===== src/rtl/mipi_idelay_calib_if.sv =====
// Calibration-side signal bundle between the MIPI RX PHY/byte_align lanes and mipi_idelay_calib.
// master = PHY/lane_align side, slave = calibration controller.
interface mipi_idelay_calib_if #(
    parameter int NUM_LANES = 2,
    parameter int TAP_W     = 5
);
    logic                       calib_start;
    logic [NUM_LANES-1:0]       sync_hit;
    logic                       invalid_start;
    logic [NUM_LANES*TAP_W-1:0] tap_value;
    logic [NUM_LANES-1:0]       tap_load;
    logic                       re_find;
    logic                       calib_busy;
    logic                       locked;
    logic [NUM_LANES-1:0]       calib_fail;

    modport master (
        output calib_start, sync_hit, invalid_start,
        input  tap_value, tap_load, re_find, calib_busy, locked, calib_fail
    );

    modport slave (
        input  calib_start, sync_hit, invalid_start,
        output tap_value, tap_load, re_find, calib_busy, locked, calib_fail
    );
endinterface


===== src/rtl/mipi_idelay_calib.sv =====
// Per-lane IDELAY tap sweep that programs the centre of the longest good tap window.
// Optional MIPI_CALIB_AUTO_RECAL_EN: restart by itself on an invalid_start burst while locked.

module mipi_idelay_calib_lane #(
    parameter int TAP_W       = 5,
    parameter int DEFAULT_TAP = 16
) (
    input  logic             clk,
    input  logic             resetn,
    input  logic             ld,
    input  logic [TAP_W-1:0] ld_tap,
    output logic [TAP_W-1:0] tap,
    output logic             tap_load
);
    always_ff @(posedge clk or negedge resetn) begin
        if (!resetn) begin
            tap      <= TAP_W'(DEFAULT_TAP);
            tap_load <= 1'b0;
        end else begin
            tap_load <= ld;
            if (ld) tap <= ld_tap;
        end
    end
endmodule

module mipi_idelay_calib #(
    parameter int NUM_LANES   = 2,
    parameter int TAP_W       = 5,
    parameter int SETTLE_CYC  = 16,
    parameter int DWELL_CYC   = 4096,
    parameter int MIN_HITS    = 4,
    parameter int DEFAULT_TAP = 16
) (
    input  logic                clk,
    input  logic                resetn,
    mipi_idelay_calib_if.slave  cal
);
    localparam int LANE_W  = (NUM_LANES > 1) ? $clog2(NUM_LANES) : 1;
    localparam int CNT_MAX = (DWELL_CYC > SETTLE_CYC) ? DWELL_CYC : SETTLE_CYC;
    localparam int CNT_W   = $clog2(CNT_MAX + 1);
    localparam int HIT_W   = $clog2(MIN_HITS + 1);
    localparam int RUN_W   = TAP_W + 1;

    typedef enum logic [2:0] {IDLE, LOAD, SETTLE, DWELL, SCORE, PICK, DONE, LOCKED} state_t;

    state_t                          state, state_n;
    logic [LANE_W-1:0]               lane, lane_n;
    logic [TAP_W-1:0]                tap, tap_n, ld_tap;
    logic [TAP_W-1:0]                run_start, run_start_n, best_start, best_start_n;
    logic [RUN_W-1:0]                run_len, run_len_n, best_len, best_len_n, run_inc;
    logic [CNT_W-1:0]                cnt, cnt_n;
    logic [HIT_W-1:0]                hit_cnt, hit_n;
    logic                            err, err_n;
    logic [NUM_LANES-1:0]            fail_q, fail_n, ld_req, tl_q;
    logic [NUM_LANES-1:0][TAP_W-1:0] tap_q;
    logic                            re_find_q, re_find_n, busy_q, locked_q;
    logic                            good, recal, restart;

    assign run_inc = run_len + RUN_W'(1);
    assign good    = (hit_cnt >= HIT_W'(MIN_HITS)) && !err;

    for (genvar g = 0; g < NUM_LANES; g++) begin : g_lane
        mipi_idelay_calib_lane #(.TAP_W(TAP_W), .DEFAULT_TAP(DEFAULT_TAP)) u_lane (
            .clk      (clk),
            .resetn   (resetn),
            .ld       (ld_req[g]),
            .ld_tap   (ld_tap),
            .tap      (tap_q[g]),
            .tap_load (tl_q[g])
        );
    end

    assign cal.tap_value  = tap_q;
    assign cal.tap_load   = tl_q;
    assign cal.re_find    = re_find_q;
    assign cal.calib_busy = busy_q;
    assign cal.locked     = locked_q;
    assign cal.calib_fail = fail_q;

`ifdef MIPI_CALIB_AUTO_RECAL_EN
    // Free-running window from LOCKED entry; 8 bad starts inside one window force a re-sweep.
    logic [CNT_W-1:0] mon_cnt;
    logic [3:0]       inv_cnt, inv_sum;

    assign inv_sum = inv_cnt + {3'b000, cal.invalid_start};
    assign recal   = (state == LOCKED) && (inv_sum >= 4'd8);

    always_ff @(posedge clk or negedge resetn) begin
        if (!resetn) begin
            mon_cnt <= '0;
            inv_cnt <= '0;
        end else if (state != LOCKED || mon_cnt == CNT_W'(DWELL_CYC - 1)) begin
            mon_cnt <= '0;
            inv_cnt <= '0;
        end else begin
            mon_cnt <= mon_cnt + CNT_W'(1);
            inv_cnt <= inv_sum;
        end
    end
`else
    assign recal = 1'b0;
`endif

    assign restart = cal.calib_start | recal;

    always_ff @(posedge clk or negedge resetn) begin
        if (!resetn) begin
            state      <= IDLE;
            lane       <= '0;
            tap        <= '0;
            cnt        <= '0;
            hit_cnt    <= '0;
            err        <= 1'b0;
            run_len    <= '0;
            run_start  <= '0;
            best_len   <= '0;
            best_start <= '0;
            fail_q     <= '0;
            re_find_q  <= 1'b0;
            busy_q     <= 1'b0;
            locked_q   <= 1'b0;
        end else begin
            state      <= state_n;
            lane       <= lane_n;
            tap        <= tap_n;
            cnt        <= cnt_n;
            hit_cnt    <= hit_n;
            err        <= err_n;
            run_len    <= run_len_n;
            run_start  <= run_start_n;
            best_len   <= best_len_n;
            best_start <= best_start_n;
            fail_q     <= fail_n;
            re_find_q  <= re_find_n;
            busy_q     <= state_n inside {LOAD, SETTLE, DWELL, SCORE, PICK};
            locked_q   <= (state_n == LOCKED);
        end
    end

    always_comb begin
        state_n      = state;
        lane_n       = lane;
        tap_n        = tap;
        cnt_n        = cnt;
        hit_n        = hit_cnt;
        err_n        = err;
        run_len_n    = run_len;
        run_start_n  = run_start;
        best_len_n   = best_len;
        best_start_n = best_start;
        fail_n       = fail_q;
        ld_req       = '0;
        ld_tap       = tap;
        re_find_n    = 1'b0;

        case (state)
            LOAD: begin
                ld_req[lane] = 1'b1;
                re_find_n    = 1'b1;
                cnt_n        = '0;
                state_n      = SETTLE;
            end
            SETTLE: begin
                if (cnt == CNT_W'(SETTLE_CYC - 1)) begin
                    cnt_n   = '0;
                    hit_n   = '0;
                    err_n   = 1'b0;
                    state_n = DWELL;
                end else begin
                    cnt_n = cnt + CNT_W'(1);
                end
            end
            DWELL: begin
                if (cal.sync_hit[lane] && hit_cnt < HIT_W'(MIN_HITS)) hit_n = hit_cnt + HIT_W'(1);
                if (cal.invalid_start) err_n = 1'b1;
                if (cnt == CNT_W'(DWELL_CYC - 1)) begin
                    cnt_n   = '0;
                    state_n = SCORE;
                end else begin
                    cnt_n = cnt + CNT_W'(1);
                end
            end
            SCORE: begin
                // Strict '>' so an equal-length later window never displaces the earlier one.
                if (good) begin
                    run_len_n = run_inc;
                    if (run_len == '0) run_start_n = tap;
                    if (run_inc > best_len) begin
                        best_len_n   = run_inc;
                        best_start_n = (run_len == '0) ? tap : run_start;
                    end
                end else begin
                    run_len_n = '0;
                end
                if (tap == '1) begin
                    state_n = PICK;
                end else begin
                    tap_n   = tap + TAP_W'(1);
                    state_n = LOAD;
                end
            end
            PICK: begin
                ld_req[lane] = 1'b1;
                re_find_n    = 1'b1;
                if (best_len != '0) begin
                    ld_tap = best_start + TAP_W'((best_len - RUN_W'(1)) >> 1);
                end else begin
                    ld_tap       = TAP_W'(DEFAULT_TAP);
                    fail_n[lane] = 1'b1;
                end
                run_len_n    = '0;
                run_start_n  = '0;
                best_len_n   = '0;
                best_start_n = '0;
                if (lane == LANE_W'(NUM_LANES - 1)) begin
                    state_n = DONE;
                end else begin
                    lane_n  = lane + LANE_W'(1);
                    tap_n   = '0;
                    state_n = LOAD;
                end
            end
            DONE:    state_n = (fail_q == '0) ? LOCKED : IDLE;
            default: ;
        endcase

        // Restart wins over whatever the current state decided; picked taps stay on the lanes.
        if (restart) begin
            state_n      = LOAD;
            lane_n       = '0;
            tap_n        = '0;
            cnt_n        = '0;
            hit_n        = '0;
            err_n        = 1'b0;
            run_len_n    = '0;
            run_start_n  = '0;
            best_len_n   = '0;
            best_start_n = '0;
            fail_n       = '0;
        end
    end
endmodule

===== src/flat_wrapper.sv =====
// flat-port wrapper written by rule: the top's interface ports become plain ports
module mipi_idelay_calib_flat 
#(
    parameter int NUM_LANES   = 2,
    parameter int TAP_W       = 5,
    parameter int SETTLE_CYC  = 16,
    parameter int DWELL_CYC   = 4096,
    parameter int MIN_HITS    = 4,
    parameter int DEFAULT_TAP = 16
)
  (clk, resetn, cal_calib_start, cal_sync_hit, cal_invalid_start, cal_tap_value, cal_tap_load, cal_re_find, cal_calib_busy, cal_locked, cal_calib_fail);
  mipi_idelay_calib_if #(.NUM_LANES(NUM_LANES), .TAP_W(TAP_W)) cal_i ();
  input  logic clk;
  input  logic resetn;
  input wire logic [$bits(cal_i.calib_start)-1:0] cal_calib_start;
  input wire logic [$bits(cal_i.sync_hit)-1:0] cal_sync_hit;
  input wire logic [$bits(cal_i.invalid_start)-1:0] cal_invalid_start;
  output wire logic [$bits(cal_i.tap_value)-1:0] cal_tap_value;
  output wire logic [$bits(cal_i.tap_load)-1:0] cal_tap_load;
  output wire logic [$bits(cal_i.re_find)-1:0] cal_re_find;
  output wire logic [$bits(cal_i.calib_busy)-1:0] cal_calib_busy;
  output wire logic [$bits(cal_i.locked)-1:0] cal_locked;
  output wire logic [$bits(cal_i.calib_fail)-1:0] cal_calib_fail;
  assign cal_i.calib_start = cal_calib_start;
  assign cal_i.sync_hit = cal_sync_hit;
  assign cal_i.invalid_start = cal_invalid_start;
  assign cal_tap_value = cal_i.tap_value;
  assign cal_tap_load = cal_i.tap_load;
  assign cal_re_find = cal_i.re_find;
  assign cal_calib_busy = cal_i.calib_busy;
  assign cal_locked = cal_i.locked;
  assign cal_calib_fail = cal_i.calib_fail;
  mipi_idelay_calib #(.NUM_LANES(NUM_LANES), .TAP_W(TAP_W), .SETTLE_CYC(SETTLE_CYC), .DWELL_CYC(DWELL_CYC), .MIN_HITS(MIN_HITS), .DEFAULT_TAP(DEFAULT_TAP)) u_core (.clk(clk), .resetn(resetn), .cal(cal_i));
endmodule

===== config.mk =====
export PLATFORM = sky130hd
export DESIGN_NAME = mipi_idelay_calib_flat
export DESIGN_NICKNAME = d
export VERILOG_FILES = /design/src/rtl/mipi_idelay_calib_if.sv /design/src/rtl/mipi_idelay_calib.sv /design/src/flat_wrapper.sv
export SDC_FILE = /design/constraint.sdc
export NUM_CORES = 1
export LEC_CHECK = 0
export CAP_MARGIN = 10
export CORE_MARGIN = 5
export CORE_UTILIZATION = 50
export DETAILED_ROUTE_END_ITERATION = 8
export PLACE_DENSITY = 0.75
export SLEW_MARGIN = 20
export SYNTH_ARGS = -nofsm -noshare
export SYNTH_HDL_FRONTEND = slang
export SYNTH_SLANG_ARGS = --single-unit

===== constraint.sdc =====
create_clock -name clk -period 4.8 [get_ports clk]
set_clock_uncertainty 0.05 [all_clocks]
set_input_delay 0.72 -clock clk [delete_from_list [all_inputs] [get_ports clk]]
set_output_delay 0.72 -clock clk [all_outputs]
set_load 0.05 [all_outputs]

# Word-level counts from Yosys, hierarchy flattened
# Index checks and enable logic that the tools add are counted.
dict set report word_totals {
  register_bits 65
  input_bits 6
}
dict set report classes {
  add_sub_neg 7
  eq_ne 23
  reduce_logical 19
  bitwise_logic 1
  n_lt_le_gt_ge 5
  muxes 52
}
# operator count
set ops {}
lappend ops {{$mux W5} 11}
lappend ops {{$mux W13} 3}
lappend ops {{$pmux W13 S3} 1}
lappend ops {{$mux W6} 5}
lappend ops {{$pmux W5 S2} 3}
lappend ops {{$mux W3} 9}
lappend ops {{$pmux W6 S2} 2}
lappend ops {{$eq A3 B3 Y1 const B} 6}
lappend ops {{$pmux W3 S6} 1}
lappend ops {{$add A13 B1 Y13 const B} 1}
lappend ops {{$eq A13 B12 Y1 const B} 1}
lappend ops {{$eq A13 B4 Y1 const B} 1}
lappend ops {{$eq A3 B2 Y1 const B} 4}
lappend ops {{$ne A3 B2 Y1 const B} 4}
lappend ops {{$reduce_and A3 Y1} 4}
lappend ops {{$mux W1} 10}
lappend ops {{$ne A3 B3 Y1 const B} 3}
lappend ops {{$mux W2} 4}
lappend ops {{$add A6 B1 Y6 const B} 1}
lappend ops {{$eq A3 B1 Y1 const B} 2}
lappend ops {{$gt A6 B6 Y1} 1}
lappend ops {{$logic_not A6 Y1} 1}
lappend ops {{$pmux W3 S2} 1}
lappend ops {{$reduce_bool A3 Y1} 2}
lappend ops {{other kinds (23)} 26}

# Logic depth before layout (Yosys ltp)
# Gate-level depths: netlist of run 1.
dict set report logic_depth {
  ltp_word 8
  ltp_mapped 11
  depth_no_buf 11
}

# Hierarchy
# Synthesis of run 1 repeated with hierarchy kept, for this count alone.
dict set report hier_totals {
  cells_unflattened 360
  area_unflattened_um2 3668.5
}
# mod area_per_inst_um2 cells_per_inst instances
set modules_own_cells {}
lappend modules_own_cells {mipi_idelay_calib 3253.1 338 1}
lappend modules_own_cells {mipi_idelay_calib_lane 207.7 11 2}

# Least setup slack after synthesis of run 1
# Ideal clock, no wire load.
dict set report synth_path {
  path_type {register -> register}
  from {register u_core.run_len[2]}
  to {register u_core.best_start[0]}
  t_arrival_ns 2.303
  slack_ns 2.346
  synth_period_minus_slack_ns 2.454
  setup_ns 0.101
  path_stages_with_launch 11
  required_time_ns 4.649
  path_cell_list {dfrtp_1 nand3_1 nor2_1 xnor2_1 inv_1 ha_1 nand4_1 o221ai_1 clkbuf_1 nand3_1 o32ai_1}
}
dict set report synth_between {
  elab_chain_len 6
}
# item line
set synth_lines {}
lappend synth_lines {{start: declaration} mipi_idelay_calib.sv:50} ;# logic [RUN_W-1:0] run_len, run_len_n, best_len, best_len_n, run_inc;
lappend synth_lines {{start signal: assignment} mipi_idelay_calib.sv:129} ;# run_len <= run_len_n;
lappend synth_lines {{branches (longest 6 deep; another with $add A6 B1 Y6)} n/a}
lappend synth_lines {{end signal: assignment} mipi_idelay_calib.sv:132} ;# best_start <= best_start_n;
lappend synth_lines {{end: declaration} mipi_idelay_calib.sv:49} ;# logic [TAP_W-1:0] run_start, run_start_n, best_start, best_start_n;
# Parallel ways; which one is timed is not known. The select of a mux whose other input is x is not followed.
# A chain may end at the register's enable or synchronous reset.

# Worst setup path in the final report of run 1
dict set report layout_path {
  from {register u_core.run_len[0]}
  to {register u_core.best_start[2]}
}
# Same word-level chain as after synthesis.

==> summary.md, run 1 <==
| Metric | Value |
|---|---|
| Starting Density | `51.4%` |
| Most common cell in the synthesized netlist | `dfrtp_1` |
| P per Cell Area | `348 nW/um^2` |
| Critical path arrival | `3280 ps` |
| Final setup violating endpoints | `0` |
| Hold Path Class | `reg2reg` |
| Core ar. | `between 7000 and 8000 um^2` |
| Vias | `about 3.0k` |
| Drt via density | `roughly 5.7` |
| Most frequent cells after synthesis | `dfrtp_1 (63), nor2_1 (41), nand2_1 (37)` |
| CTS tree | `yes` |
| Inserted Clock Buffers | `9` |
| Total power | `approximately 1.5 mW` |
| GRT Util Overall | `between 15 and 20%` |
| Layout cells sized above 1 | `under 10%` |
| Peak supply drop | `0.276 mV` |
| Worst Setup Start Kind | `flip-flop` |
| Site row count | `31` |
| PortBufs | `22` |
| Synthesized area per cell | `9.39 um^2` |
| RSZ-0062 raised after global routing | `false` |
| Synth area leaders | `dfrtp_1 (42%), ha_1 (6.0%), nor2_1 (4.1%), mux2i_1 (4.0%), nand2_1 (3.7%)` |
| Sw frac | `approximately 32%` |
| Die area | `approximately 9300 um^2` |
| Pins Over Slew Limit | `0` |
| First-pass GRT wire length | `~14000 um` |
| Combinational cell fraction of total power | `between 20% and 30%` |
| CTS Root Cell | `clkbuf_8` |
| Tmin final | `3080 ps` |
| Clk sink count | `between 60 and 70` |
| Async SR Flop Fraction | `100%` |
| Worst-margin pin slew | `~1100 ps` |
| Vias in the first global route | `approximately 3.0k` |
| Nets | `between 400 and 500` |
| Chip Height | `96.6 um` |
| Number of synthesized register bits | `65` |
| Top FF cell, synth | `dfrtp_1` |
| Max clock buf depth | `2` |
| Routability congestion estimate | `about 0.85` |
| Yosys top cell area share | `between 40% and 50%` |
| H-Tree Depth | `3` |
| Final Cell Area | `4260 um^2` |
| Tcrit/Tclk final | `about 64%` |
| Post-synthesis cell area | `around 3700 um^2` |
| DP Wirelength | `around 6000 um` |
| Slew margin rel. | `a little over a quarter` |
| Clock power frac | `35.0%` |
| CP Capture Type | `flip-flop` |
| Post-CTS Setup Bufs | `0` |
| Drt drc | `0` |
| Routed WL | `slightly above 8000 um` |
| Final antenna diode count | `0` |
| Insertion delay to the later sink of the worst-skew pair | `between 300 and 400 ps` |
| Synth Instances | `399` |
| Net Count, Synth | `around 420` |
| Placement Cell Area | `between 4000 and 5000 um^2` |
| Leak | `approximately 1.9 nW` |
| Syn-to-layout area delta | `13.6%` |
| Initial antenna violation count | `0` |
| Worst-path maximum fanout | `11` |
| Routed Antenna Nets | `0` |
| I/O Pins | `23` |
| Power Internal | `1.01 mW` |
| Distinct cells, synth | `63` |
| Post-synth top area cell | `dfrtp_1` |
| Resized cells post-CTS | `0` |
| Drt pass-1 iters | `4` |
| Setup Crit Path Kind | `reg2reg` |
| Maxcap violations | `0` |
| Average wire per standard cell | `around 16 um` |
| Fin. Hold Viols | `0` |
| Setup_tns | `0 ps` |
| Fillers | `approximately 680` |
| Die Wd | `about 97 um` |
| NetSw | `between 0.4 and 0.5 mW` |
| Largest net degree at the start of global routing | `66` |
| Sequential fraction of the synthesis area | `43.5%` |
| WP data required | `4990 ps` |
| Total gr overflow | `0` |
| Status | `finished clean` |
| Cts hold-fix bufs | `0` |
| Fmax | `roughly 0.32 GHz` |
| CTS clock-pin slew for the worst setup and hold paths | `roughly 70 ps` |
| Synth warnings | `0` |
| Seq pwr share | `between 40% and 50%` |
| Iter 0 DRT Violations | `just under 200` |
| Post-synth EDFFs | `0` |
## worst max-delay path, cell delays in order (launching register included)
cell and delay [ps]:
dfrtp_1 480, ha_1 280, nand3_1 120, xnor2_1 190
ha_1 320, nand4_1 180, o221ai_1 700, nand3_1 320
o32ai_1 350
## metrics by stage
step,hold WS (ps),instances,setup slack (ps),utilization [%]
after detailed placement,408,507,1780,55.4
final,415,523,1720,58.4
after CTS,418,523,1750,58.4
after global placement,404,507,1840,55.4
after floorplan,374,399,2350,-
after global routing,436,523,1380,58.4
## power by group through the flow
| stage | Clock (mW) | Sequential [mW] | Combinational (mW) |
|---|---|---|---|
| finish | 0.519 | 0.643 | 0.322 |
| global route | 0.556 | 0.651 | 0.348 |
| CTS | 0.529 | 0.642 | 0.327 |
| detailed placement | 0 | 0.653 | 0.326 |
| global placement | 0 | 0.651 | 0.320 |
| floorplan | 0 | 0.734 | 0.132 |
## final cells by class
class	instances	area (um^2)	share of cell area [%]
Timing Repair Buffer	24	230	5.41
Inverter	23	86.3	2.03
Clock buffer	11	141	3.32
Sequential cell	65	1630	38.3
Tap cell	99	124	2.91
Multi-Input combinational cell	296	1970	46.2
Clock inverter	5	78.8	1.85
## routing by layer
layer  routed length [um]  GRT usage [%]  vias to the layer above  share of wire (%)
met5                    0              0                        -                  0
met4                  108           4.91                        0                1.3
met3                  243           4.42                        9                2.9
met2                 4210           33.0                       44                 51
met1                 3720           25.9                     1465                 45
li1                     -              -                     1465                  -
## final timing paths
| check | start | endpoint | slack (ps) | depth (start not counted) |
|---|---|---|---|---|
| worst max-delay path | u_core.run_len[0] | u_core.best_start[2] | 1720 | 8 |
| worst min-delay path | u_core.g_lane[1].u_lane.tap[4] | u_core.g_lane[1].u_lane.tap[4] | 410 | 2 |
| worst max register to register | u_core.run_len[0] | u_core.best_start[2] | 1720 | 8 |
| worst min register to register | u_core.g_lane[1].u_lane.tap[4] | u_core.g_lane[1].u_lane.tap[4] | 410 | 2 |
| max in group asynchronous | resetn | u_core.run_len[2] | 3630 | 2 |
| min in group asynchronous | resetn | u_core.best_len[2] | 490 | 2 |
## cells in the final DEF, fill, tap and decap left out, types with 10 or more instances in the layout
master / synthesis / layout
inv_1: 23 / 23
nor2_1: 41 / 41
ha_1: 18 / 18
nand2b_1: 12 / 12
a21oi_1: 19 / 19
o21ai_0: 15 / 15
xnor2_1: 11 / 11
clkdlybuf4s50_1: 0 / 21
dfrtp_1: 63 / 63
clkbuf_8: 0 / 10
mux2i_1: 15 / 15
nand2_1: 37 / 37
nand3_1: 13 / 13
## logic make-up (layout without fill, tap and decap cells)
| group | count (synthesis) | in the layout | share of synthesized area (%) |
|---|---|---|---|
| DFF | 65 | 65 | 43.5 |
| AOI/OAI and AO/OA | 87 | 87 | 16.1 |
| muxes | 16 | 16 | 4.31 |
| xor gates and xnor gates | 17 | 17 | 3.97 |
| and+or+nand+nor | 157 | 157 | 21.6 |
| buffers and inverters | 38 | 63 | 4.04 |
| adders and majority gates | 19 | 19 | 6.54 |
## flip-flops by register name, indices dropped and copies added (netlist names), 2 cells and up
| register | flops |
|---|---|
| u_core.best_len | 6 |
| u_core.best_start | 5 |
| u_core.cal.calib_fail | 2 |
| u_core.cnt | 13 |
| u_core.g_lane.u_lane.tap | 10 |
| u_core.g_lane.u_lane.tap_load | 2 |
| u_core.hit_cnt | 3 |
| u_core.run_len | 6 |
| u_core.run_start | 5 |
| u_core.state | 3 |
| u_core.tap | 5 |
No activity file was read; power rests on OpenSTA's default activity.
==> run 2, diff against run 1 <==
--- a/config.mk
+++ b/config.mk
@@ -9,7 +9,7 @@
 export CORE_MARGIN = 5
 export CORE_UTILIZATION = 50
 export DETAILED_ROUTE_END_ITERATION = 8
-export PLACE_DENSITY = 0.75
+export PLACE_DENSITY = 0.78
 export SLEW_MARGIN = 20
 export SYNTH_ARGS = -nofsm -noshare
 export SYNTH_HDL_FRONTEND = slang
==> constraint.sdc (replaced) <==
create_clock -name clk -period 2.7 [get_ports clk]
set_clock_uncertainty 0.05 [all_clocks]
set_input_delay 0.405 -clock clk [delete_from_list [all_inputs] [get_ports clk]]
set_output_delay 0.405 -clock clk [all_outputs]
set_load 0.05 [all_outputs]
==> run 2 against run 1 <==
  * The run now ends with hold timing left
  * Flip-flop and latch count unchanged
  * Die area unchanged
  * Clock power up 52%
  * Clock-buffer cell count unchanged
  * Cell area increased by 2.0%
  * Critical path type unchanged
  * Largest cell class unchanged
==> summary.md, run 2 (synthesis gave the netlist of run 1 again) <==
| Metric | Value |
|---|---|
| Status | `finished with violations` |
| Failing checks | `hold timing` |
| Drt pass-1 iters | `4 (unchanged)` |
| Starting Density | `51.4% (unchanged)` |
| Insertion delay to the later sink of the worst-skew pair | `350 ps (about the same)` |
| Most common cell after layout, fill and taps aside | `dfrtp_1` |
| Combinational cell fraction of total power | `24.1% (+2.4 points)` |
| Clk sink count | `65 (unchanged)` |
| Core ar. | `7290 um^2 (unchanged)` |
| Vias | `3051 (+2.3%)` |
| Hold Path Class | `in2async` |
| WP data required | `2880 ps (-2110 ps)` |
| NetSw | `0.877 mW (+84%)` |
| Inserted Clock Buffers | `9 (unchanged)` |
| Chip Height | `96.6 um (unchanged)` |
| GRT Util Overall | `19.7% (+0.046 points)` |
| Largest net degree at the start of global routing | `44 (-33%)` |
| Post-route insts no fill | `534 (+2.1%)` |
| Multi-input logic area | `1990 um^2 (+0.95%)` |
| Leak | `1.94 nW (+2.6%)` |
| Worst hold slack | `-7.27 ps (-422 ps)` |
| Sw frac | `34.7% (+2.7 points)` |
| Fillers | `635 (-6.3%)` |
| First-pass GRT wire length | `14100 um (-1.1%)` |
| Total gr overflow | `0 (unchanged)` |
| Seq pwr share | `44.7% (+1.4 points)` |
| Die area | `9330 um^2 (unchanged)` |
| Commonest non-fill, non-tap cells in the layout | `dfrtp_1 (61), nor2_1 (41), nand2_1 (37)` |
| CTS tree | `yes` |
| Syn-to-layout area delta | `15.9%` |
| Slowest cell on the critical path | `dfrtp_2` |
| Critical path arrival | `2720 ps (-560 ps)` |
| Site row count | `31 (unchanged)` |
| Iter 0 DRT Violations | `188 (-4.1%)` |
| Setup_tns | `0 ps (unchanged)` |
| P per Cell Area | `581 nW/um^2 (+67%)` |
| Cell family with most CP delay | `simple AND/OR/NAND/NOR gates` |
| Pins Over Slew Limit | `0 (unchanged)` |
| Drt via density | `5.71 (+0.17%)` |
| DP Cell Count | `518 (+2.2%)` |
| Slew margin rel. | `51.3% (+25 points)` |
| Met2 wire length | `4130 um (-2.1%)` |
| CTS clock-pin slew for the worst setup and hold paths | `80 ps (about the same)` |
| CTS Root Cell | `clkbuf_8` |
| Fmax | `0.395 GHz (+22%)` |
| Routed Antenna Nets | `0 (unchanged)` |
| Cts hold-fix bufs | `0 (unchanged)` |
| Tcrit/Tclk final | `93.8% (+30 points)` |
| Metal3 WL | `239 um (-1.6%)` |
| Worst Setup Start Kind | `flip-flop` |
| DP Wirelength | `6120 um (+1.8%)` |
| Worst-margin pin slew | `724 ps (-374 ps)` |
| Routed WL | `8390 um (+1.3%)` |
| PortBufs | `22 (unchanged)` |
| Final antenna diode count | `0 (unchanged)` |
| Power Internal | `1.65 mW (+63%)` |
| Maxcap violations | `0 (unchanged)` |
| Worst-path maximum fanout | `10 (-1)` |
| Met1 wire length | `3830 um (+2.7%)` |
| H-Tree Depth | `3 (unchanged)` |
| Clock power frac | `31.2% (-3.8 points)` |
| Setup Crit Path Kind | `reg2reg` |
| Peak supply drop | `0.448 mV (+62%)` |
| Fin. Hold Viols | `1 (+1)` |
| Drt drc | `0 (unchanged)` |
| Max clock buf depth | `2 (unchanged)` |
| Sequential cell area | `1630 um^2 (+0.15%)` |
| Nets | `455 (+2.5%)` |
| Final setup violating endpoints | `0 (unchanged)` |
| Largest reg by FF count | `u_core.cnt` |
| Layout cells sized above 1 | `11.5% (+3.7 points)` |
| CP Capture Type | `flip-flop` |
| Max reg flops | `13 (unchanged)` |
| Initial antenna violation count | `0 (unchanged)` |
| I/O Pins | `23 (unchanged)` |
| Routability congestion estimate | `0.859 (+1.1%)` |
| Tmin final | `2530 ps (-547 ps)` |
| Worst stage delay on the critical path | `430 ps (-270 ps)` |
| Vias in the first global route | `3019 (+1.7%)` |
| Average wire per standard cell | `15.7 um (-0.80%)` |
| Largest regs | `u_core.cnt x13, u_core.g_lane.u_lane.tap x10` |
| Crit path buffers/inverters | `1 (+1)` |
| Uppermost layer routed | `met4` |
| Die Wd | `96.6 um (unchanged)` |
| Crit path cell chain | `ha_1 > nand3_1 > xnor2_2 > ha_1 > nand4_1 > nor2_1 > nor2_1 > buf_4 > nand2_1 > a311o_1` |
==> run 2: cell types whose count changed in the layout (fill, tap and decap cells not counted), moves of 2 or more <==
| cell | delta |
|---|---|
| dfrtp_2 | +2 |
| buf_4 | +10 |
| bufinv_16 | -2 |
| dfrtp_1 | -2 |
==> run 2: power by group through the flow <==
stage	combinational (mW)	sequential [mW]	clock (mW)
final	0.608	1.13	0.787
after global placement	0.600	1.14	0
after CTS	0.612	1.13	0.798
after global routing	0.656	1.14	0.848
after floorplan	0.234	1.30	0
after detailed placement	0.610	1.15	0
==> run 2: worst reg2reg max path: stages, from the launching register on <==
cell and delay [ps]:
dfrtp_2 430, ha_1 250, nand3_1 140, xnor2_2 210, ha_1 280, nand4_1 190, nor2_1 70, nor2_1 160
buf_4 200, nand2_1 90, a311o_1 330
==> run 2: final cells by class <==
type	count	area share (%)
well taps	99	2.85
inverters	23	1.99
multi-input cells	296	45.7
clock buffers	11	3.49
clock inverters	5	0.893
flip-flops and latches	65	37.6
repair buffers	35	7.49
==> run 2: worst paths after layout <==
check / start / to / slack [ps] / depth (start not counted)
min reg2reg: u_core.g_lane[1].u_lane.tap[4] / u_core.g_lane[1].u_lane.tap[4] / 430 / 2
min in group clk: u_core.g_lane[1].u_lane.tap[4] / u_core.g_lane[1].u_lane.tap[4] / 430 / 2
max reg2reg: u_core.run_len[0] / u_core.best_len[5] / 170 / 10
max in group asynchronous: resetn / u_core.g_lane[0].u_lane.tap[4] / 1930 / 2
max: u_core.run_len[0] / u_core.best_len[5] / 170 / 10
min: resetn / u_core.best_start[4] / -7 / 1
==> run 2: timing repair <==
action / CTS / global route
setup endpoints to repair: 0 / 10
setup buffers: 0 / 0
gates resized for setup: 0 / 5
==> run 2: metal layers <==
layer	up-vias	global-route usage [%]
met5	-	0
met4	0	9.00
met3	22	3.87
met2	45	31.8
met1	1493	25.6
li1	1491	-
==> run 2: through the flow <==
stage | setup WS (ps) | cell area [um^2] | util (%) | power (mW)
after floorplan | 246 | 3750 | - | 1.54
after global placement | 241 | 4130 | 56.7 | 1.74
after detailed placement | 189 | 4130 | 56.7 | 1.76
after CTS | 109 | 4320 | 59.3 | 2.54
after global routing | -5.31 | 4340 | 59.6 | 2.64
final | 166 | 4340 | 59.6 | 2.52
==> run 3, diff against run 2 <==
--- a/config.mk
+++ b/config.mk
@@ -7,9 +7,10 @@
 export LEC_CHECK = 0
 export CAP_MARGIN = 10
 export CORE_MARGIN = 5
-export CORE_UTILIZATION = 50
+export CORE_UTILIZATION = 45
 export DETAILED_ROUTE_END_ITERATION = 8
-export PLACE_DENSITY = 0.78
+export PLACE_DENSITY = 0.62
+export SETUP_SLACK_MARGIN = 0.4
 export SLEW_MARGIN = 20
 export SYNTH_ARGS = -nofsm -noshare
 export SYNTH_HDL_FRONTEND = slang
==> run 3 against run 2 <==
  * The run still ends with hold timing left
  * Die area is 9.9% higher
  * Via count is 4.8% higher
  * First-iteration DRC count is 29% lower
  * Critical endpoint is now u_core.g_lane[0].u_lane.tap[4]
  * Largest power group unchanged
  * Highest routed layer unchanged
==> summary.md, run 3 (synthesis gave the netlist of run 1 again) <==
| Metric | Value |
|---|---|
| Crit path buffers/inverters | `2 (+1)` |
| WP data required | `2910 ps (+30 ps)` |
| Nets | `484 (+6.4%)` |
| Hold Path Class | `in2async` |
| Routability congestion estimate | `0.865 (+0.73%)` |
| Fmax | `0.415 GHz (+5.2%)` |
| Drt pass-1 iters | `4 (unchanged)` |
| Insertion delay to the later sink of the worst-skew pair | `350 ps (about the same)` |
| CP Capture Type | `flip-flop` |
| Starting Density | `45.9% (-5.6 points)` |
| Worst-path maximum fanout | `3 (-7)` |
| Commonest non-fill, non-tap cells in the layout | `dfrtp_1 (55), nor2_1 (37), nand2_1 (36)` |
| Critical path arrival | `2620 ps (-100 ps)` |
| RSZ-0062 raised after global routing | `true` |
| Syn-to-layout area delta | `31.5%` |
| R2R setup slack | `290 ps (+120 ps)` |
| Uppermost layer routed | `met4` |
| Setup Crit Path Kind | `reg2reg` |
| Met2 wire length | `4710 um (+14%)` |
| Die area | `10300 um^2 (+9.9%)` |
| GRT Util Overall | `19.7% (-0.033 points)` |
| Site row count | `33 (+6.5%)` |
| Drt drc | `0 (unchanged)` |
| Worst hold slack | `-23.1 ps (-15.8 ps)` |
| Most common cell after layout, fill and taps aside | `dfrtp_1` |
| Final antenna diode count | `0 (unchanged)` |
| Pins Over Slew Limit | `0 (unchanged)` |
| Inserted Clock Buffers | `9 (unchanged)` |
| Average wire per standard cell | `17.1 um (+8.6%)` |
| Chip Height | `101 um (+4.9%)` |
| Clk sink count | `65 (unchanged)` |
| Die Wd | `101 um (+4.9%)` |
| DP Wirelength | `6060 um (-0.99%)` |
| Slowest cell on the critical path | `dfrtp_2` |
| Status | `finished with violations` |
| Tcrit/Tclk final | `89.2% (-4.6 points)` |
| Failing checks | `hold timing` |
| P per Cell Area | `537 nW/um^2 (-7.6%)` |
| Iter 0 DRT Violations | `133 (-29%)` |
| Drt via density | `5.62 (-1.6%)` |
| Peak supply drop | `0.361 mV (-20%)` |
| Worst Setup Start Kind | `flip-flop` |
| Tmin final | `2410 ps (-124 ps)` |
| Largest net degree at the start of global routing | `66 (+50%)` |
| Max reg flops | `13 (unchanged)` |
| Crit path cell chain | `inv_2 > ha_1 > xor2_1 > inv_1 > fa_2 > nor2b_4 > o21a_1 > o211ai_1 > a211oi_2 > o22ai_1` |
| Leak | `2.14 nW (+10%)` |
| Metal3 WL | `289 um (+21%)` |
| Routed Antenna Nets | `0 (unchanged)` |
| Met1 wire length | `4560 um (+19%)` |
| Fin. Hold Viols | `9 (+8)` |
| Initial antenna violation count | `0 (unchanged)` |
| Core ar. | `8180 um^2 (+12%)` |
| Vias | `3198 (+4.8%)` |
| Largest reg by FF count | `u_core.cnt` |
| CTS clock-pin slew for the worst setup and hold paths | `80 ps (about the same)` |
| Routed WL | `9710 um (+16%)` |
| H-Tree Depth | `3 (unchanged)` |
| Largest regs | `u_core.cnt x13, u_core.g_lane.u_lane.tap x10` |
| Worst-margin pin slew | `509 ps (-215 ps)` |
| Slew margin rel. | `66.0% (+15 points)` |
| Layout cells sized above 1 | `26.5% (+15 points)` |
| Final setup violating endpoints | `0 (unchanged)` |
| I/O Pins | `23 (unchanged)` |
| Maxcap violations | `0 (unchanged)` |
| Worst stage delay on the critical path | `440 ps (about the same)` |
| Cell family with most CP delay | `compound AO/OA/AOI/OAI gates` |
| PortBufs | `22 (unchanged)` |
| First-pass GRT wire length | `15900 um (+13%)` |
| Setup_tns | `0 ps (unchanged)` |
| Max clock buf depth | `2 (unchanged)` |
| Total gr overflow | `0 (unchanged)` |
| CTS Root Cell | `clkbuf_8` |
| Layout Utilization | `60.3% (+0.74 points)` |
| Vias in the first global route | `3195 (+5.8%)` |
| CTS tree | `yes` |
run 3: cell count changes in the layout (fill, tap and decap cells not counted), sizes merged:
cell    before  now
buf         14   43
bufinv       0    1
clkbuf      11   10
run 3: worst paths after layout:
path	from	end	cells past startpoint
setup / recovery	u_core.best_len[0]	u_core.g_lane[0].u_lane.tap[4]	10
hold / removal	resetn	u_core.best_len[4]	2
setup reg to reg	u_core.best_len[0]	u_core.g_lane[0].u_lane.tap[4]	10
hold reg to reg	u_core.g_lane[1].u_lane.tap[2]	u_core.g_lane[1].u_lane.tap[2]	2
max in group asynchronous	resetn	u_core.g_lane[0].u_lane.tap[4]	2
min in group clk	u_core.g_lane[1].u_lane.tap[2]	u_core.g_lane[1].u_lane.tap[2]	2
run 3: per-stage QoR:
stage | area (um^2) | cells | total power, mW | setup slack, ps
final | 4930 | 569 | 2.65 | 291
after floorplan | 3760 | 399 | 1.54 | 412
after global placement | 4160 | 525 | 1.75 | 270
after detailed placement | 4160 | 525 | 1.76 | 144
after global routing | 4930 | 569 | 2.78 | 218
after CTS | 4680 | 561 | 2.65 | 395
run 3: routing by layer:
metal	track usage, %	vias up
li1	-	1548
met1	28.0	1574
met2	30.0	64
met3	3.37	12
met4	7.67	0
met5	0	-
run 3: cell type report:
class / instances / area [um^2]
Timing Repair Buffer: 64 / 579
Fill cell: 675 / 3240
Sequential cell: 65 / 1640
Clock inverter: 6 / 65.1
Tap cell: 105 / 131
Clock buffer: 10 / 138
Multi-Input combinational cell: 296 / 2290
Inverter: 23 / 86.3
run 3: timing repair:
item,in CTS,in global routing
hold buffers,0,0
buffers inserted,18,8
cloned,2,0
resized for setup,40,31
pin swaps,25,17
setup endpoints to repair,16,20
run 3: report_power, final:
| group | total (mW) | internal [mW] | switching [mW] |
|---|---|---|---|
| sequential | 1.12 | 1.06 | 0.0601 |
| combinational | 0.658 | 0.231 | 0.427 |
| clock | 0.872 | 0.453 | 0.419 |
